==> src/rtl/ahb2apb_pkg.sv <==
// Shared types and address map for the AHB2APB bridge.
package ahb2apb_pkg;

  typedef enum logic [2:0] {
    ST_IDLE     = 3'd0,
    ST_WWAIT    = 3'd1,
    ST_READ     = 3'd2,
    ST_WRITE    = 3'd3,
    ST_WRITEP   = 3'd4,
    ST_RENABLE  = 3'd5,
    ST_WENABLE  = 3'd6,
    ST_WENABLEP = 3'd7
  } state_t;

  localparam logic [31:0] SLV0_BASE = 32'h8000_0000;
  localparam logic [31:0] SLV1_BASE = 32'h8400_0000;
  localparam logic [31:0] SLV2_BASE = 32'h8800_0000;
  localparam logic [31:0] SLV_LIMIT = 32'h8c00_0000;

  localparam logic [2:0] SEL_S0 = 3'b001;
  localparam logic [2:0] SEL_S1 = 3'b010;
  localparam logic [2:0] SEL_S2 = 3'b100;

  // One-hot slave select for an address; zero outside the bridge window.
  function automatic logic [2:0] sel_decode(input logic [31:0] addr);
    if (addr >= SLV0_BASE && addr < SLV1_BASE)      return SEL_S0;
    else if (addr >= SLV1_BASE && addr < SLV2_BASE) return SEL_S1;
    else if (addr >= SLV2_BASE && addr < SLV_LIMIT) return SEL_S2;
    else                                            return 3'b000;
  endfunction

endpackage

==> src/rtl/apb_controller.sv <==
// APB setup/enable sequencer of the AHB2APB bridge; registered APB outputs.
// Define APB_PREADY_EN to let pready stretch the ENABLE states.
module apb_controller
  import ahb2apb_pkg::*;
#(
  parameter int unsigned ADDR_W = 32,
  parameter int unsigned DATA_W = 32,
  parameter int unsigned NSEL   = 3
) (
  input  logic              hclk,
  input  logic              hreset,
  input  logic              valid,
  input  logic [ADDR_W-1:0] haddr,
  input  logic [ADDR_W-1:0] haddr1,
  input  logic [ADDR_W-1:0] haddr2,
  input  logic              hwrite,
  input  logic              hwrite_reg,
  input  logic [DATA_W-1:0] hwdata,
  input  logic [NSEL-1:0]   temp_selx,
  input  logic              pready,
  output logic              penable,
  output logic              pwrite,
  output logic [NSEL-1:0]   pselx,
  output logic [ADDR_W-1:0] paddr,
  output logic [DATA_W-1:0] pwdata,
  output logic              hready_out
);

  state_t            state;
  state_t            state_nxt;
  logic [NSEL-1:0]   sel_d1;
  logic [NSEL-1:0]   sel_d2;
  logic [DATA_W-1:0] wdata_hold;
  logic              apb_done;
  logic              stall;

`ifdef APB_PREADY_EN
  assign apb_done = pready;
`else
  logic unused_pready;
  assign unused_pready = pready;
  assign apb_done      = 1'b1;
`endif

  assign stall = !apb_done &&
                 (state == ST_RENABLE || state == ST_WENABLE || state == ST_WENABLEP);

  // Next-state decode
  always_comb begin
    state_nxt = state;
    if (!stall) begin
      case (state)
        ST_IDLE:     state_nxt = !valid ? ST_IDLE : (hwrite ? ST_WWAIT : ST_READ);
        ST_READ:     state_nxt = ST_RENABLE;
        ST_RENABLE:  state_nxt = !valid ? ST_IDLE : (hwrite ? ST_WWAIT : ST_READ);
        ST_WWAIT:    state_nxt = valid ? ST_WRITEP : ST_WRITE;
        ST_WRITE:    state_nxt = valid ? ST_WENABLEP : ST_WENABLE;
        ST_WRITEP:   state_nxt = ST_WENABLEP;
        ST_WENABLE:  state_nxt = !valid ? ST_IDLE : (hwrite ? ST_WWAIT : ST_READ);
        ST_WENABLEP: state_nxt = !hwrite_reg ? ST_READ : (valid ? ST_WRITEP : ST_WRITE);
        default:     state_nxt = ST_IDLE;
      endcase
    end
  end

  // State and outputs take the values of the state being entered
  always_ff @(posedge hclk) begin
    if (hreset) begin
      state      <= ST_IDLE;
      penable    <= 1'b0;
      pwrite     <= 1'b0;
      pselx      <= '0;
      paddr      <= '0;
      pwdata     <= '0;
      hready_out <= 1'b1;
      sel_d1     <= '0;
      sel_d2     <= '0;
      wdata_hold <= '0;
    end else begin
      state  <= state_nxt;
      sel_d1 <= temp_selx;
      sel_d2 <= sel_d1;
      // WENABLEP entry is the cycle the overlapped write's data sits on hwdata
      if (state_nxt != state && (state_nxt == ST_WRITEP || state_nxt == ST_WENABLEP))
        wdata_hold <= hwdata;
      if (stall) begin
        hready_out <= 1'b0;
      end else begin
        case (state_nxt)
          ST_IDLE, ST_WWAIT: begin
            penable    <= 1'b0;
            pwrite     <= 1'b0;
            hready_out <= 1'b1;
            pselx      <= '0;
          end
          ST_READ: begin
            penable    <= 1'b0;
            pwrite     <= 1'b0;
            hready_out <= 1'b0;
            pselx      <= temp_selx;
            paddr      <= haddr;
          end
          ST_RENABLE: begin
            penable    <= 1'b1;
            pwrite     <= 1'b0;
            hready_out <= 1'b1;
          end
          ST_WRITE, ST_WRITEP: begin
            penable    <= 1'b0;
            pwrite     <= 1'b1;
            hready_out <= 1'b0;
            if (state == ST_WENABLEP) begin
              paddr  <= haddr2;
              pselx  <= sel_d2;
              pwdata <= wdata_hold;
            end else begin
              paddr  <= haddr1;
              pselx  <= sel_d1;
              pwdata <= hwdata;
            end
          end
          ST_WENABLE: begin
            penable    <= 1'b1;
            pwrite     <= 1'b1;
            hready_out <= 1'b1;
          end
          ST_WENABLEP: begin
            penable    <= 1'b1;
            pwrite     <= 1'b1;
            hready_out <= 1'b0;
          end
          default: begin
            penable    <= 1'b0;
            pwrite     <= 1'b0;
            hready_out <= 1'b1;
            pselx      <= '0;
          end
        endcase
      end
    end
  end

endmodule

==> config.mk <==
export PLATFORM = sky130hd
export DESIGN_NAME = apb_controller
export DESIGN_NICKNAME = d
export VERILOG_FILES = /design/src/rtl/ahb2apb_pkg.sv /design/src/rtl/apb_controller.sv
export SDC_FILE = /design/constraint.sdc
export NUM_CORES = 1
export LEC_CHECK = 0
export CORE_MARGIN = 2
export CORE_UTILIZATION = 47
export DETAILED_ROUTE_END_ITERATION = 12
export GPL_TIMING_DRIVEN = 0
export PLACE_DENSITY = 0.85
export SYNTH_ARGS = -nofsm -noshare
export SYNTH_HDL_FRONTEND = slang
export SYNTH_SLANG_ARGS = --single-unit
==> constraint.sdc <==
create_clock -name hclk -period 3.3 [get_ports hclk]
set_input_delay 0.66 -clock hclk [delete_from_list [all_inputs] [get_ports hclk]]
set_output_delay 0.66 -clock hclk [all_outputs]
set_load 0.03 [all_outputs]
[Yosys cells after proc, flatten, opt, wreduce, memory -nomap -nowiden]
Cells that the tools add are included.
Storage, ports and cells
  register bits after elaboration: 111
  input bits: 137
  output and inout port bits: 70
  logic and storage cells: 54
Operators by class
  equality and inequality tests: 15
  multiplexer cells: 14
  reduce and logical (&&, ||, !) cells: 15
Operator list (count)
  two-way mux 32 bit: 2
  case mux 32 bit (2 select lines): 1
  equality test 3 bit (second input constant): 8
  case mux 3 bit (6 select lines): 1
  OR reduction 4 bit: 4
  equality test 3 x 2 -> 1 bit (second input constant): 4
  two-way mux 3 bit: 3
  case mux 3 bit (3 select lines): 1
  equality test 3 x 1 -> 1 bit (second input constant): 2
  logical NOT 3 bit: 2
  case mux 1 bit (2 select lines): 3
  OR reduction 3 bit: 2
  OR reduction 5 bit: 1
  two-way mux 2 bit: 2
  OR reduction 2 bit: 2
  != test 3 bit: 1
  nonzero test 3 bit: 1
  nonzero test 2 bit: 1
  logical AND 1 bit: 1
  logical OR 1 bit: 1
  two-way mux 1 bit: 1

[Depth between registers and ports, before layout]
  depth after elaboration: 6
  gate-level depth with buffers: 7
  depth with buffers taken out: 4

[Worst setup path after synthesis]
OpenSTA, ideal clock, no wires.
  path kind: in2reg
  from: input valid
  to: register paddr[10]
  setup time: 0.117 ns
  arrival time: 1.665 ns
  data required time: 3.183 ns
  path slack: 1.518 ns
  stages on the path: 6
  path buffers: 2
  path through: clkbuf_2 > and2b_1 > o21ai_0 > nor3_2 > buf_2 > a32o_1
On the way
  longest elaborated chain between the ends: 6
  elaborated cells between the ends (all ways): 11
  classes of those cells: eq/ne (3); mux (6); reduce/logical (2)
Ends and longest elaborated chain
  start, declared: RTL line apb_controller.sv:12  | input logic valid,
  two-way mux 3 bit: RTL line apb_controller.sv:56, apb_controller.sv:60
  two-way mux 3 bit: RTL line apb_controller.sv:60  | ST_WENABLEP: state_nxt = !hwrite_reg ? ST_READ : (valid ? ST_WRITEP : ST_WRITE);
  case mux 3 bit (6 select lines) *: RTL line apb_controller.sv:52  | case (state)
  equality test 3 bit / equality test 3 x 2 -> 1 bit (equally long branches): RTL line apb_controller.sv:89  | case (state_nxt)
  OR reduction 2 bit
  case mux 32 bit (2 select lines) / nonzero test 2 bit (equally long branches)
  end signal, assigned: RTL line apb_controller.sv:101  | paddr <= haddr;
  end signal, assigned: RTL line apb_controller.sv:113  | paddr <= haddr2;
  end signal, assigned: RTL line apb_controller.sv:117  | paddr <= haddr1;
  end, declared: RTL line apb_controller.sv:24  | output logic [ADDR_W-1:0] paddr,
Every way passes the cells marked *; elsewhere a longest branch is shown, timed or not.
A chain may end at the register's enable or synchronous reset.

[Final worst setup path]
  from: input hwrite_reg
  to: register paddr[18]
On the way
  longest elaborated chain between the ends: 5
  elaborated cells between the ends (all ways): 8
  classes of those cells: eq/ne (3); mux (3); reduce/logical (2)
Ends and longest elaborated chain
  start, declared: RTL line apb_controller.sv:17  | input logic hwrite_reg,
  two-way mux 3 bit *: RTL line apb_controller.sv:60
  case mux 3 bit (6 select lines) *: RTL line apb_controller.sv:52
  equality test 3 bit / equality test 3 x 2 -> 1 bit (equally long branches): RTL line apb_controller.sv:89
  OR reduction 2 bit
  case mux 32 bit (2 select lines) / nonzero test 2 bit (equally long branches)
Marked as above.

==> parameters.txt <==
Parameter                              Value

Timing
  RSZ-0062 raised after global routing ... false
  Endpoints failing setup ... 0
  Max Clock Skew ... 0.0131 ns
  Peak clock frequency supported by timing ... 444 MHz
  Final hold vios ... 0
  Worst max-slew margin expressed relative to the limit ... 52.4%
  Slew Viols, Final ... 0
  Slew at the pin closest to its max-slew limit ... 0.714 ns
  Final Critical Period ... 2.25 ns
  Setup TNS ... 0 ns
  Post-route fraction of the period consumed by the critical path ... 68.3%

Setup path
  Critical Path Source Type ... primary input
  Worst Path Max Fanout ... 10
  Category of the worst setup path capture point ... register
  Worst setup startpoint ... hwrite_reg
  Number of cells traversed by the worst register-to-register path ... 6
  Stages on worst setup path ... 6
  Slowest cell on the critical path ... clkdlybuf4s50_1
  Largest delay contributor family on the critical path ... buffers and inverters
  Critical path buffer and inverter count ... 2
  Arrival time of data at the critical path endpoint ... 2.52 ns
  CP cell instances ... clkdlybuf4s50_1 -> nand2_1 -> clkbuf_1 -> nor3b_1 -> o21ai_0 -> a32o_1
  Reg-to-Reg Start ... state[1]$_SDFF_PP0_
  WP data required ... 3.57 ns
  WS Path Type ... in -> reg
  Largest stage delay on the critical path ... 0.59 ns

Clock network
  # resized after CTS ... 0
  Worst-case clock buffer depth ... 2
  Clock Latency Late Sink ... 0.37 ns
  Post-CTS clock slew at the launch and capture registers of the worst setup and hold paths ... 0.11 ns
  Number of buffers inserted during clock tree synthesis ... 9
  Clock root buffer ... clkbuf_8
  Post-CTS Hold Fix Bufs ... 0
  H-tree depth ... 3
  Post-CTS Setup Inserts ... 0
  TritonCTS clock tree ... done
  CTS Sinks ... 111

Logic synthesis
  Ranking of synthesized cells by instance count ... 111 x dfxtp_1, 73 x nor2_1, 69 x nand2_1, 43 x a21oi_1, 35 x o21ai_0
  Synthesis Warnings ... 0
  Share of the yosys chip area belonging to registers ... 42.1%
  Mapped cell area ... 0.00528 mm^2
  Cell type with the largest total area after synthesis ... dfxtp_1
  Most numerous cell in the Yosys netlist ... dfxtp_1
  Instance count of the mapped netlist ... 594
  Share of flip-flops with an asynchronous set or reset ... 0%
  Area share of the leading cell type in the synthesized netlist ... 42.1%
  Flip-flop and latch count after synthesis ... 111
  Cell variety after synth ... 43
  Post-synth EDFFs ... 0
  Mapped Nets ... 731
  Main flop type after synthesis ... dfxtp_1
  Leading cell types by total area after synthesis ... dfxtp_1 42%, a211oi_2 6.6%, a32o_1 6.1%
  Mean instance size in the synthesized netlist ... 8.88 um^2

Routing
  Vias after detailed routing ... 5232
  Post-route DRC violation count ... 0
  Via/cell ratio ... 5.49
  Number of iterations in the first detailed-routing pass ... 5
  Routed wire length ... 16000 um
  Count of nets left with antenna violations after detail routing ... 0
  Routed length per instance ... 16.8 um
  First DRT Iteration DRCs ... 287

Floorplan
  Height of the chip ... 110 um
  Die footprint ... 0.0121 mm^2
  Core area ... 0.0109 mm^2
  IO Count ... 207
  Initial core utilization ... 48.4%
  FP Rows ... 38
  Width of the chip ... 110 um

Worst hold path
  Hold Path Stages ... 2
  Path class of the lowest-slack min-delay path ... reg -> reg
  Worst Min Path Start ... wdata_hold[1]$_SDFFE_PP0P_

Global route
  GR Util All Layers ... 26.7%
  Largest net degree at the start of global routing ... 21
  Number of global-route vias before repair ... 5184
  Global-route wire length before repair ... 25100 um
  Overflow left after global routing ... 0
  Number of antenna violations at the first check in global routing ... 0

Place
  Gp weighted congestion ... 0.987
  Port Buffer Count ... 203
  HPWL after detailed placement ... 12500 um

Power
  Power per cell area ... 757 mW/mm^2
  Worst IR drop on VDD ... 0.448 mV
  Leakage power summed over all cells ... 2.88 nW

Status
  Status ... complete, no violations

Cells and area
  Area used by multi-input combinational logic ... 0.00274 mm^2
  Nets ... 945
  Footprint of the flip-flops and latches ... 0.00222 mm^2
  Number of antenna cells inserted ... 0
  Fill cell total of the finished layout ... 840
  Share of layout cells above drive strength 1 ... 12.5%
  Post-Route Utilization ... 70.4%
  Layout-stage area growth over the synthesis result ... 45.4%

Flow run
  Number of max-capacitance violations reported ... 0
## cell type report
type                            instances  area share [%]
Multi-Input combinational cell        425            35.7
Sequential cell                       111            29.0
Timing Repair Buffer                  203            26.5
Buffer                                 56            4.05
Tap cell                              140            2.28
Clock buffer                            9            1.62
Clock inverter                          7           0.816
Inverter                                2          0.0979
## cell families after synthesis
| family | count (synthesis) | synth area share [%] |
|---|---|---|
| AOI/OAI and AO/OA | 162 | 24.1 |
| xor gates and xnor gates | 1 | 0.166 |
| buffers and inverters | 58 | 6.02 |
| DFF | 111 | 42.1 |
| muxes | 32 | 6.07 |
| and+or+nand+nor | 230 | 21.5 |
## per-layer routing
metal / part of all wire, % / global-route usage [%] / wire length, um
met1: 41 / 31.8 / 6610
met2: 50 / 46.1 / 8040
met3: 5.1 / 5.33 / 822
met4: 3.5 / 11.9 / 563
met5: 0 / 0 / 0
## metrics by stage
| step | setup WS (ns) | instance area [um^2] | power [mW] | cells | hold slack, ns |
|---|---|---|---|---|---|
| after floorplan | 1.52 | 5280 | 3.91 | 594 | 0.431 |
| after global placement | 0.720 | 7480 | 4.95 | 937 | 0.438 |
| after detailed placement | 0.750 | 7480 | 5.03 | 937 | 0.447 |
| after CTS | 1.16 | 7670 | 5.82 | 953 | 0.461 |
| after global routing | 1.01 | 7670 | 6.15 | 953 | 0.477 |
| final | 1.05 | 7670 | 5.81 | 953 | 0.461 |
## worst paths after layout
| kind | end | slack, ns |
|---|---|---|
| max | paddr[18]$_SDFFE_PP0P_ | 1.05 |
| min | wdata_hold[1]$_SDFFE_PP0P_ | 0.46 |
| min reg2reg | wdata_hold[1]$_SDFFE_PP0P_ | 0.46 |
| max reg2reg | paddr[18]$_SDFFE_PP0P_ | 1.47 |
## registers in the layout, indices dropped and copies added (netlist names)
register / cells
sel_d1: 3
paddr: 32
pselx: 3
hready_out: 1
penable: 1
pwrite: 1
wdata_hold: 32
pwdata: 32
sel_d2: 3
state: 3
## report_power, final
group	switching [mW]	internal, mW	total (mW)
logic	1.79	1.31	3.10
registers	0.197	1.72	1.92
clock network	0.492	0.291	0.784
total	2.48	3.32	5.81
## tightest hold or removal path: cells and delay by family (launching register included)
family,cells,cell delay [ns]
AND/OR/NAND/NOR,1,0.05
AO/OA/AOI/OAI,1,0.05
flip-flops,1,0.32
## placed cells by master (no fill, tap or decap), types with 5 or more instances in the layout
cell type / instances
clkdlybuf4s50_1: 203
dfxtp_1: 111
nor2_1: 73
nand2_1: 69
a21oi_1: 43
o21ai_0: 35
mux2i_1: 32
nor3b_1: 32
a32o_1: 32
a211oi_2: 28
clkbuf_1: 25
or2_2: 22
buf_2: 15
or2_1: 11
clkbuf_8: 9
buf_6: 8
nor2b_1: 8
a211oi_1: 7
buf_4: 5
(Power assumes the default switching activity.)
